[src/rtl/st_swap_pkg.sv]
// ============================================================================
// Module : st_swap_pkg
// Brief  : Shared widths, packet-state encoding and beat layout for the
//          channel/data join-and-swap stage.
// Rev    : 1.0  initial release
// ============================================================================
`default_nettype none

package st_swap_pkg;

  localparam int DEF_DATA_W = 5;
  localparam int DEF_CH_W   = 2;

  typedef enum logic [0:0] {
    IDLE   = 1'b0,
    IN_PKT = 1'b1
  } pkt_state_t;

  typedef struct packed {
    logic                  sop;
    logic                  eop;
    logic [DEF_DATA_W-1:0] data;
    logic [DEF_CH_W-1:0]   channel;
  } beat_t;

endpackage

`default_nettype wire

[src/rtl/st_skid_buffer.sv]
// ============================================================================
// Module : st_skid_buffer
// Brief  : Generic 2-entry valid/ready register slice. Entry 0 drives the
//          output; o_space is purely registered (entry 1 empty).
// Rev    : 1.0  initial release
// ============================================================================
`default_nettype none

module st_skid_buffer #(
  parameter int W = 8
) (
  input  logic         clk,
  input  logic         rst,
  input  logic         i_valid,
  input  logic [W-1:0] i_data,
  output logic         o_space,
  output logic         o_valid,
  input  logic         i_ready,
  output logic [W-1:0] o_data
);

  logic         r_v0;
  logic         r_v1;
  logic [W-1:0] r_e0;
  logic [W-1:0] r_e1;
  logic         w_pop;

  assign w_pop   = r_v0 & i_ready;
  assign o_space = ~r_v1;
  assign o_valid = r_v0;
  assign o_data  = r_e0;

  // i_valid is only asserted by the caller while o_space is high
  always_ff @(posedge clk) begin
    if (rst) begin
      r_v0 <= 1'b0;
      r_v1 <= 1'b0;
      r_e0 <= '0;
      r_e1 <= '0;
    end else if (!r_v0) begin
      if (i_valid) begin
        r_e0 <= i_data;
        r_v0 <= 1'b1;
      end
    end else if (!r_v1) begin
      if (w_pop && i_valid) begin
        r_e0 <= i_data;
      end else if (w_pop) begin
        r_v0 <= 1'b0;
      end else if (i_valid) begin
        r_e1 <= i_data;
        r_v1 <= 1'b1;
      end
    end else if (w_pop) begin
      r_e0 <= r_e1;
      r_v1 <= 1'b0;
    end
  end

endmodule

`default_nettype wire

[src/rtl/st_ch_data_join_and_swap.sv]
// ============================================================================
// Module : st_ch_data_join_and_swap
// Brief  : Joins the payload stream (in its channel field) with the channel
//          stream (in its data field) into one channelised stream, swapping
//          the fields back. Optional framing checker: ST_JOIN_PKT_CHECK_EN.
// Rev    : 1.0  initial release
// ============================================================================
`default_nettype none

module st_ch_data_join_and_swap
  import st_swap_pkg::*;
#(
  parameter int DATA_W = DEF_DATA_W,
  parameter int CH_W   = DEF_CH_W
) (
  input  logic              clk,
  input  logic              reset,
  input  logic              dici_valid,
  output logic              dici_ready,
  input  logic              dici_startofpacket,
  input  logic              dici_endofpacket,
  input  logic [DATA_W-1:0] dici_channel,
  input  logic              cido_valid,
  output logic              cidi_ready,
  input  logic [CH_W-1:0]   cidi_data,
  output logic              STout_valid,
  input  logic              STout_ready,
  output logic              STout_startofpacket,
  output logic              STout_endofpacket,
  output logic [DATA_W-1:0] STout_data,
  output logic [CH_W-1:0]   STout_channel,
  output logic              pkt_err
);

  logic  r_rdy_en;
  logic  w_skid_space;
  logic  w_space;
  logic  w_join;
  beat_t w_in_beat;
  beat_t w_out_beat;

  // Holds the readies low for the first cycle out of reset
  always_ff @(posedge clk) begin
    if (reset) r_rdy_en <= 1'b0;
    else       r_rdy_en <= 1'b1;
  end

  assign w_space    = r_rdy_en & w_skid_space & ~reset;
  assign dici_ready = w_space & cido_valid;
  assign cidi_ready = w_space & dici_valid;
  assign w_join     = dici_valid & cido_valid & w_space;

  always_comb begin
    w_in_beat         = '0;
    w_in_beat.sop     = dici_startofpacket;
    w_in_beat.eop     = dici_endofpacket;
    w_in_beat.data    = dici_channel;
    w_in_beat.channel = cidi_data;
  end

  st_skid_buffer #(
    .W ($bits(beat_t))
  ) u_skid (
    .clk     (clk),
    .rst     (reset),
    .i_valid (w_join),
    .i_data  (w_in_beat),
    .o_space (w_skid_space),
    .o_valid (STout_valid),
    .i_ready (STout_ready),
    .o_data  (w_out_beat)
  );

  assign STout_startofpacket = w_out_beat.sop;
  assign STout_endofpacket   = w_out_beat.eop;
  assign STout_data          = w_out_beat.data;
  assign STout_channel       = w_out_beat.channel;

`ifdef ST_JOIN_PKT_CHECK_EN
  pkt_state_t r_state;
  pkt_state_t w_state_nxt;
  logic       r_pkt_err;
  logic       w_bad;

  always_ff @(posedge clk) begin
    if (reset) begin
      r_state   <= IDLE;
      r_pkt_err <= 1'b0;
    end else begin
      r_state   <= w_state_nxt;
      r_pkt_err <= r_pkt_err | w_bad;
    end
  end

  // A bad beat is flagged but framing still tracks its SOP/EOP
  always_comb begin
    w_state_nxt = r_state;
    w_bad       = 1'b0;
    if (w_join) begin
      case (r_state)
        IDLE: begin
          w_bad       = ~dici_startofpacket;
          w_state_nxt = dici_endofpacket ? IDLE : IN_PKT;
        end
        IN_PKT: begin
          w_bad = dici_startofpacket;
          if (dici_endofpacket) w_state_nxt = IDLE;
        end
        default: w_state_nxt = IDLE;
      endcase
    end
  end

  assign pkt_err = r_pkt_err;
`else
  assign pkt_err = 1'b0;
`endif

endmodule

`default_nettype wire

[config.mk]
export PLATFORM = sky130hd
export DESIGN_NAME = st_ch_data_join_and_swap
export DESIGN_NICKNAME = d
export VERILOG_FILES = /design/src/rtl/st_swap_pkg.sv /design/src/rtl/st_skid_buffer.sv /design/src/rtl/st_ch_data_join_and_swap.sv
export SDC_FILE = /design/constraint.sdc
export NUM_CORES = 1
export LEC_CHECK = 0
export BUFFER_PORTS_ARGS = -buffer_cell sky130_fd_sc_hd__buf_4
export CORE_MARGIN = 8
export CORE_UTILIZATION = 51
export CTS_CLUSTER_DIAMETER = 100
export DETAILED_ROUTE_END_ITERATION = 10
export PLACE_DENSITY_LB_ADDON = 0.25
export SYNTH_ARGS = -nofsm -noshare
export SYNTH_HDL_FRONTEND = slang
export SYNTH_SLANG_ARGS = --single-unit
[constraint.sdc]
create_clock -name clk -period 1.64 [get_ports clk]
set_input_delay 0.246 -clock clk [delete_from_list [all_inputs] [get_ports clk]]
set_output_delay 0.246 -clock clk [all_outputs]
set_load 0.01 [all_outputs]
## Word-level counts from Yosys, hierarchy flattened

Index checks and enable logic that the tools add are counted.

| operators by class | value |
|---|---|
| magnitude comparators | 0 |
| add/subtract/negate cells | 0 |
| shift operators | 0 |
| $mul | 0 |
| equal/unequal tests | 2 |
| bitwise operators | 11 |
| mux-type cells | 14 |
| div/mod/pow operators | 0 |
| reduce and logical (&&, ||, !) cells | 4 |

Operators by type and width:

| operator | number |
|---|---|
| $mux W9 | 5 |
| $mux W1 | 9 |
| $and A1 B1 Y1 | 7 |
| $ne A3 B3 Y1 const B | 2 |
| $reduce_and A5 Y1 | 1 |
| $not A1 Y1 | 4 |
| $reduce_and A3 Y1 | 1 |
| $reduce_bool A2 Y1 | 1 |
| $logic_and A1 B1 Y1 | 1 |

| storage, ports and cells | value |
|---|---|
| logic and storage cells | 36 |
| memories kept | 0 |
| latch bits | 0 |
| bits in writable memories | 0 |
| bits in read-only memories | 0 |
| output and inout bits | 13 |
| register bits after elaboration | 21 |
| input port bits | 14 |

## Logic depth before layout (Yosys ltp)

Gate-level depths: netlist of the first run.

| logic depth | value |
|---|---|
| word-level depth | 8 |
| depth in mapped cells | 6 |
| depth with buffers taken out | 3 |

## Cells and area by module

A second synthesis of the first run with hierarchy kept.

| second synthesis, totals | value |
|---|---|
| cells, all modules | 121 |
| area total of the unflattened synthesis | 1054.8 µm² |

By module, submodules not included:

| module | times used | sequential area each (µm²) | cells an instance | area an instance (µm²) |
|---|---|---|---|---|
| st_skid_buffer | 1 | 400.4 | 114 | 994.7 |
| st_ch_data_join_and_swap | 1 | 20.0 | 7 | 60.1 |

## Worst setup path before layout of the first run

OpenSTA, ideal clock, no wires.

| path | value |
|---|---|
| kind | flip-flop to flip-flop |
| start point | register u_skid.r_v0 (netlist: u_skid.o_valid) |
| end point | register u_skid.r_e1[0] |
| buffers on the path | 2 |
| data required time | 1.519 ns |
| stages on the path, launching flop included | 6 |
| period minus slack after synthesis | 1.480 ns |
| path slack | 0.160 ns |
| library setup time | 0.121 ns |
| data arrival time | 1.359 ns |
| cell sequence | dfxtp_1 clkbuf_1 and2b_1 and3_4 buf_6 mux2_4 |

| between the ends | value |
|---|---|
| cells in the longest elaborated chain, start to end | 4 |
| elaborated cells between the ends (all ways) | 5 |
| those cells by class | 3 x bitwise; 2 x reduce/logical |

Ends and longest elaborated chain:

| what | RTL line | RTL |
|---|---|---|
| start: declaration | st_skid_buffer.sv:22 | `logic r_v0;` |
| start signal: assignment | st_skid_buffer.sv:36 | `r_v0 <= 1'b0;` |
| start signal: assignment | st_skid_buffer.sv:43 | `r_v0 <= 1'b1;` |
| start signal: assignment | st_skid_buffer.sv:49 | `r_v0 <= 1'b0;` |
| $and A1 B1 Y1 | st_skid_buffer.sv:28 | `assign w_pop = r_v0 & i_ready;` |
| $logic_and A1 B1 Y1 | st_skid_buffer.sv:46 | `if (w_pop && i_valid) begin` |
| $not A1 Y1 (no line) | -- |  |
| $reduce_and A5 Y1 (no line) * | -- |  |
| end signal: assignment | st_skid_buffer.sv:51 | `r_e1 <= i_data;` |
| end: declaration | st_skid_buffer.sv:25 | `logic [W-1:0] r_e1;` |

Every way passes the cells marked *; elsewhere a longest branch is shown, timed or not.
A chain may end at the register's enable or synchronous reset.

## Worst setup path after layout of the first run

| path | value |
|---|---|
| start point | register r_rdy_en |
| end point | output cidi_ready |

| between the ends | value |
|---|---|
| cells in the longest elaborated chain, start to end | 3 |

Ends and longest elaborated chain:

| what | RTL line | RTL |
|---|---|---|
| start: declaration | st_ch_data_join_and_swap.sv:35 | `logic r_rdy_en;` |
| start signal: assignment | st_ch_data_join_and_swap.sv:44 | `if (reset) r_rdy_en <= 1'b0;` |
| start signal: assignment | st_ch_data_join_and_swap.sv:45 | `else r_rdy_en <= 1'b1;` |
| $and A1 B1 Y1 (2 in a row) | st_ch_data_join_and_swap.sv:48 | `assign w_space = r_rdy_en & w_skid_space & ~reset;` |
| $and A1 B1 Y1 | st_ch_data_join_and_swap.sv:50 | `assign cidi_ready = w_space & dici_valid;` |
| end: declaration | st_ch_data_join_and_swap.sv:24 | `output logic cidi_ready,` |

No other way between the ends.

==> reports/metrics.yaml, run 1 <==
status: "completed"
clock_path_buffers: 2
antennaDiodeCount: 0
syn_avg_cell_area_um2: 11.0
routedWlPerCell_um: 16.5
via_per_inst: 5.72
finalWeightedCongestion: 0.762
htree_num_levels: 1
cts_tree: "yes"
grtUsageTotal_pct: 14.1
ys_seq_area_share_pct: 38.9
synth_fa_ha_area_share_pct: 0
numCtsBuffers: 3
die_area_um2: 3850
drtPass1Iterations: 4
start_util_pct: 54.5
relSlewSlack_pct: 62.9
antenna_found_initial: 0
vias: 858
worst_setup_path_start_kind: "register"
overflow: 0
cp.arrival_ns: 1.30
power_uw: 910
ys_ff_latch: 21
ir_drop_mv: 0.713
detail-route-antenna-nets: 0
drive_gt1_share_pct: 42.3
finalMaxSlewViolations: 0
setup_viol: 0
portBuffers: 25
final_common_cell: "buf_4"
wl_mm: 2.48
cts_setup_buffers: 0
clkTransAtPathRegs_ns: 0.13
setup_tns_ns: 0
drcViolationCount: 0
hold_viol_final: 0
syn_inst: 98
grt_pass1_wl_mm: 3.97
drt-initial-drc-count: 16
yosys.area_share.simple_pct: 9.50
finalCriticalPeriod_ns: 1.55
dieWidth_um: 62.0
grt_pass1_vias: 872
tightest_slew_ns: 0.555
worstSetupPathType: "reg -> out"
grt_max_degree: 14
fin_crit_sh_pct: 94.3
cp-end-kind: "output pin"
max_freq_mhz: 646
synth_mux_area_share_pct: 13.9
skew_ns: 0.00841
io_pins: 27
cts.sinks: 21
syn-num-nets: 112
rsz0062_at_grt: "no"
dpl.hpwl_mm: 1.90
synth_compound_area_share_pct: 28.5
drv_cap: 0
synth_area_um2: 1080
syn_to_final_growth_pct: 23.2
hold_path_class: "in -> reg"
die_y_um: 62.0
critPathMaxFanout: 9
worstPathRequired_ns: 1.39
synthDistinctLibCells: 24
fillers: 158
power.leakage_nw: 0.585
rows: 16
core_um2: 1980
cts_root_buf: "clkbuf_4"
clock_latency_ns: 0.31
synth_xor_area_share_pct: 0
synth_warnings: 0
fin_nets: 138
final_cell_mix: "30 x buf_4, 20 x dfxtp_1, 14 x a311oi_1"
synth_top_family_by_area: "compound AO/OA/AOI/OAI gates"
p_per_area_nw_per_um2: 684
## per-layer routing
metal | share of wire (%) | vias up | track usage (%)
met5 | 0 | - | 0
met4 | 1.3 | 0 | 4.22
met3 | 6.4 | 4 | 5.56
met2 | 47 | 24 | 23.2
met1 | 45 | 404 | 16.3
li1 | - | 426 | -
## power breakdown
part	leakage, nW	internal (mW)	switching, mW	total (mW)
Sequential	0.170	0.520	0.00577	0.526
Clock	0.0139	0.0930	0.165	0.258
Combinational	0.401	0.0623	0.0630	0.125
## Yosys cell counts
cell       n  area (um2)
nor2b_1    2        12.5
mux2i_1    9        90.1
a311oi_1  14         123
buf_6      3        33.8
and3_1     1        6.26
nand2_1    2        7.51
nand2b_1   1        6.26
buf_1      1        3.75
buf_2      3        15.0
mux2_4     4        60.1
dfxtp_1   21         420
a211oi_2   9         113
conb_1     1        3.75
clkbuf_1   2        7.51
inv_1      6        22.5
a31o_1     6        52.6
and3_4     1        11.3
clkbuf_2   1        5.00
and3b_1    1        8.76
and2b_1    5        37.5
a211oi_1   1        7.51
buf_4      1        7.51
a31oi_1    2        12.5
and4bb_1   1        12.5
## final cells by class
class | count | area (um2) | share of cell area, %
clock buffer | 3 | 22.5 | 1.69
clock inverter | 1 | 7.51 | 0.564
inverter | 6 | 22.5 | 1.69
multi-input combinational | 60 | 566 | 42.5
sequential | 21 | 422 | 31.7
tap | 27 | 33.8 | 2.54
timing repair buffer | 32 | 256 | 19.3
## flip-flops by register name, indices dropped and copies added, names as in the netlist
name / count
r_rdy_en: 1
u_skid.o_data: 9
u_skid.o_valid: 1
u_skid.r_e1: 9
u_skid.r_v1: 1
## kinds of logic after synthesis
kind of cell           Yosys count
DFF                             21
muxes                           13
AOI/OAI and AO/OA               32
buffers and inverters           17
and+or+nand+nor                 14
other                            1
## timing repair
| item | 4_1_cts | 5_1_grt |
|---|---|---|
| hold buffers | 0 | 0 |
| gates resized for setup | 0 | 3 |
| setup endpoints to repair | 0 | 1 |
| endpoints found under the hold margin | 0 | 0 |
## worst max-delay path: stages, from the launching register on
cell and delay, ns:
dfxtp_2 0.34, and3b_2 0.22, buf_6 0.14, and2b_1 0.15
buf_4 0.14
## final timing paths
check	start	to	slack, ns	cells after the start
min reg2reg	u_skid.o_valid	u_skid.r_v1	0.58	1
max reg2reg	u_skid.r_v1	u_skid.o_data[0]	0.17	4
min	STout_ready	u_skid.r_v1	0.12	2
max	r_rdy_en	cidi_ready	0.09	4
## metrics by stage
step	utilization [%]	instance area [um2]	cells	worst slack, ns	hold slack, ns
detailed placement	65.3	1290	146	0.221	0.465
global route	67.1	1330	150	0.0238	0.104
finish	67.1	1330	150	0.0928	0.125
floorplan	-	1080	98	0.160	0.347
CTS	66.8	1320	150	0.0716	0.116
global placement	65.3	1290	146	0.271	0.460
No activity file was read; power rests on OpenSTA's default activity.
==> inputs of run 2 (changes only) <==
- BUFFER_PORTS_ARGS: -buffer_cell sky130_fd_sc_hd__buf_4 -> -buffer_cell sky130_fd_sc_hd__buf_2
==> reports/metrics.yaml, run 2 (synthesis results as in run 1) <==
finalWeightedCongestion: 0.807
cts_setup_buffers: 0
whs_ns: 0.175
hold_path_class: "in -> reg"
rows: 16
via_per_inst: 5.82
htree_num_levels: 1
r2r_slack_ns: 0.17
worstSetupPathType: "reg -> reg"
syn_to_final_growth_pct: 13.2
portBuffers: 25
cts_hold_buffers: 0
cts.sinks: 21
setup_tns_ns: 0
path_cells: "nand2b_1 -> a31o_1 -> buf_4 -> a211oi_2"
die_y_um: 62.0
drcViolationCount: 0
fin_cells: 147
dpl_cell_area_um2: 1200
core_um2: 1980
worst_setup_path_start_kind: "register"
clock_latency_ns: 0.29
final_area_um2: 1220
setup_viol: 0
wl_mm: 2.37
dpl.hpwl_mm: 1.78
start_util_pct: 54.5
cts_root_buf: "clkbuf_4"
finalCriticalPeriod_ns: 1.47
grt_pass1_wl_mm: 3.89
numCtsBuffers: 3
clkTransAtPathRegs_ns: 0.11
path_buf_inv: 1
drive_gt1_share_pct: 38.3
cp.arrival_ns: 1.69
finalMaxSlewViolations: 0
critPathMaxFanout: 11
die_area_um2: 3850
routedWlPerCell_um: 16.1
drt-initial-drc-count: 32
rsz0062_at_grt: "no"
final_cell_mix: "25 x buf_2, 21 x dfxtp_1, 14 x a311oi_1"
multi_input_area_um2: 564
drv_cap: 0
antenna_found_initial: 0
overflow: 0
vias: 856
clock_path_buffers: 2
p_per_area_nw_per_um2: 713
drtPass1Iterations: 4
cts_tree: "yes"
critPathMaxStageDelay_ns: 0.44
relSlewSlack_pct: 63.8
power.leakage_nw: 0.558
status: "completed"
cp-end-kind: "register"
io_pins: 27
antennaDiodeCount: 0
fin_crit_sh_pct: 89.7
grt_pass1_vias: 859
worstPathRequired_ns: 1.86
dieWidth_um: 62.0
fin_nets: 135
fillers: 181
hold_viol_final: 0
detail-route-antenna-nets: 0
skew_ns: 0.00494
power_uw: 871
tightest_slew_ns: 0.542
max_freq_mhz: 680
ir_drop_mv: 0.533
grtUsageTotal_pct: 13.5
dp_cells: 143
final_common_cell: "buf_2"
grt_max_degree: 17
cpLargestDelayFamily: "compound AO/OA/AOI/OAI gates"
cp_slowest_cell: "dfxtp_1"
postCtsResizedCells: 0
seqCellArea_um2: 420
-- run 2: cell count changes in the layout (fill, tap and decap cells not counted) --
cell        previous run  this run
clkbuf_1               0         1
buf_2                  0        25
dfxtp_1               20        21
buf_4                 30         4
buf_12                 1         0
and3b_1                0         1
clkinvlp_4             1         0
dfxtp_2                1         0
and3b_2                1         0
buf_6                  1         0
-- run 2: layer usage --
layer	vias to the layer above	wire length (um)	GRT usage (%)	share of wire, %
li1	420	-	-	-
met2	23	1180	23.3	50
met5	-	0	0	0
met3	2	151	3.70	6.4
met1	411	1020	15.8	43
met4	0	10	3.90	0.42
-- run 2: worst reg2reg max path, cell delays in order (launching register included) --
cell and delay [ns]:
dfxtp_1 0.44, nand2b_1 0.27, a31o_1 0.30, buf_4 0.18, a211oi_2 0.20
-- run 2: layout make-up --
type / count / area share, %
Tap cell: 27 / 2.76
Multi-Input combinational cell: 60 / 46.2
Timing Repair Buffer: 29 / 12.7
Sequential cell: 21 / 34.4
Clock buffer: 4 / 2.15
Inverter: 6 / 1.84
-- run 2: path summary, 6_finish.rpt --
kind	start	to	cells past startpoint
max reg2reg	u_skid.o_valid	u_skid.o_data[4]	4
min	STout_ready	u_skid.r_v1	2
min reg2reg	u_skid.o_valid	u_skid.r_v1	1
max	u_skid.o_valid	u_skid.o_data[4]	4
-- run 2: metrics by stage --
stage / util (%) / worst slack, ns
finish: 61.7 / 0.169
detailed placement: 60.4 / 0.193
CTS: 61.7 / 0.160
global route: 61.7 / 0.0719
global placement: 60.4 / 0.235
floorplan: - / 0.160
-- run 2: where the power goes --
group / internal [mW] / switching (mW) / total [mW]
clock: 0.0946 / 0.145 / 0.240
combinational: 0.0440 / 0.0623 / 0.106
sequential: 0.520 / 0.00512 / 0.525
==> inputs of run 3 (changes only) <==
- BUFFER_PORTS_ARGS: -buffer_cell sky130_fd_sc_hd__buf_2 -> not set
- CORE_UTILIZATION: 51 -> 55
- CTS_CLUSTER_SIZE: not set -> 10
- DONT_BUFFER_PORTS: not set -> 1
==> reports/metrics.yaml, run 3 (synthesis results as in run 1) <==
status: "completed"
worstSetupPathType: "reg -> out"
grtUsageTotal_pct: 13.8
final_common_cell: "dfxtp_1"
ir_drop_mv: 0.608
cts.sinks: 21
fin_crit_sh_pct: 89.1
rows: 16
path_cells: "and3b_1 -> buf_4 -> and2b_1"
cp_slowest_cell: "dfxtp_1"
overflow: 0
io_pins: 27
dieWidth_um: 60.3
grt_pass1_vias: 740
die_area_um2: 3640
relSlewSlack_pct: 60.4
rsz0062_at_grt: "no"
cts_tree: "yes"
cts_hold_buffers: 1
drv_cap: 0
dpl.hpwl_mm: 1.71
antenna_found_initial: 0
syn_to_final_growth_pct: 4.63
clkTransAtPathRegs_ns: 0.11
drive_gt1_share_pct: 24.2
worstPathRequired_ns: 1.39
via_per_inst: 6.10
wl_mm: 2.39
drtPass1Iterations: 4
grt_max_degree: 14
detail-route-antenna-nets: 0
grt_use_met1_pct: 16.4
finalWeightedCongestion: 0.748
routedWlPerCell_um: 19.0
htree_num_levels: 1
clock_path_buffers: 2
clock_latency_ns: 0.31
p_per_area_nw_per_um2: 754
hold_path_class: "in -> reg"
fin_nets: 114
dpl_cell_area_um2: 1090
cts_setup_buffers: 0
setup_tns_ns: 0
finalMaxSlewViolations: 0
grt_pass1_wl_mm: 3.76
final_cell_mix: "21 x dfxtp_1, 14 x a311oi_1, 9 x mux2i_1, 9 x a211oi_2, 7 x buf_4"
postCtsResizedCells: 0
final_area_um2: 1130
antennaDiodeCount: 0
power.leakage_nw: 0.460
finalCriticalPeriod_ns: 1.46
critPathMaxStageDelay_ns: 0.35
drt-initial-drc-count: 7
top_usage_layer: "met2"
drcViolationCount: 0
cp-end-kind: "output pin"
whs_ns: 0.0188
worst_setup_path_start_kind: "register"
cp.arrival_ns: 1.21
portBuffers: 0
use_met3_pct: 6.24
cts_root_buf: "clkbuf_4"
vias: 768
start_util_pct: 56.8
max_freq_mhz: 685
die_y_um: 60.3
tightest_slew_ns: 0.592
setup_viol: 0
skew_ns: 0.00165
hold_viol_final: 0
use_met2_pct: 22.0
critPathMaxFanout: 11
numCtsBuffers: 3
core_um2: 1900
## run 3: layout make-up
type | instances | area [um2]
well taps | 27 | 33.8
clock buffers | 4 | 26.3
fillers | 165 | 772
repair buffers | 8 | 62.6
inverters | 6 | 22.5
flip-flops and latches | 21 | 420
multi-input cells | 60 | 564
## run 3: routing by layer
layer	routed length (um)	up-vias	part of all wire, %
li1	-	377	-
met1	1030	375	43
met2	1180	14	49
met3	170	2	7.1
met4	15	0	0.63
met5	0	-	0
## run 3: worst paths after layout
check	startpoint	to	slack [ns]	depth (start not counted)
worst max-delay path	r_rdy_en	cidi_ready	0.18	3
worst max register to register	u_skid.o_valid	u_skid.o_data[7]	0.27	4
worst min-delay path	STout_ready	u_skid.r_v1	0.02	1
worst min register to register	u_skid.o_valid	u_skid.r_v1	0.59	2
## run 3: metrics by stage
| step | total power, mW | utilization (%) | std cells | worst slack [ns] |
|---|---|---|---|---|
| after floorplan | 0.601 | - | 98 | 0.160 |
| after global placement | 0.602 | 57.5 | 121 | 0.329 |
| after detailed placement | 0.603 | 57.5 | 121 | 0.279 |
| after CTS | 0.862 | 59.4 | 126 | 0.166 |
| after global routing | 0.890 | 59.4 | 126 | 0.102 |
| final | 0.852 | 59.4 | 126 | 0.179 |
## run 3: report_power, final
group | leakage (nW) | total (mW) | internal (mW) | switching (mW)
clock | 0.0150 | 0.253 | 0.0951 | 0.158
combinational | 0.275 | 0.0679 | 0.0287 | 0.0392
sequential | 0.170 | 0.531 | 0.520 | 0.0106
## run 3: worst max-delay path: cells and delay by family (launching register included)
| kind | cells | cell delay [ns] |
|---|---|---|
| simple gates | 2 | 0.37 |
| flops | 1 | 0.35 |
| buf+inv | 1 | 0.18 |
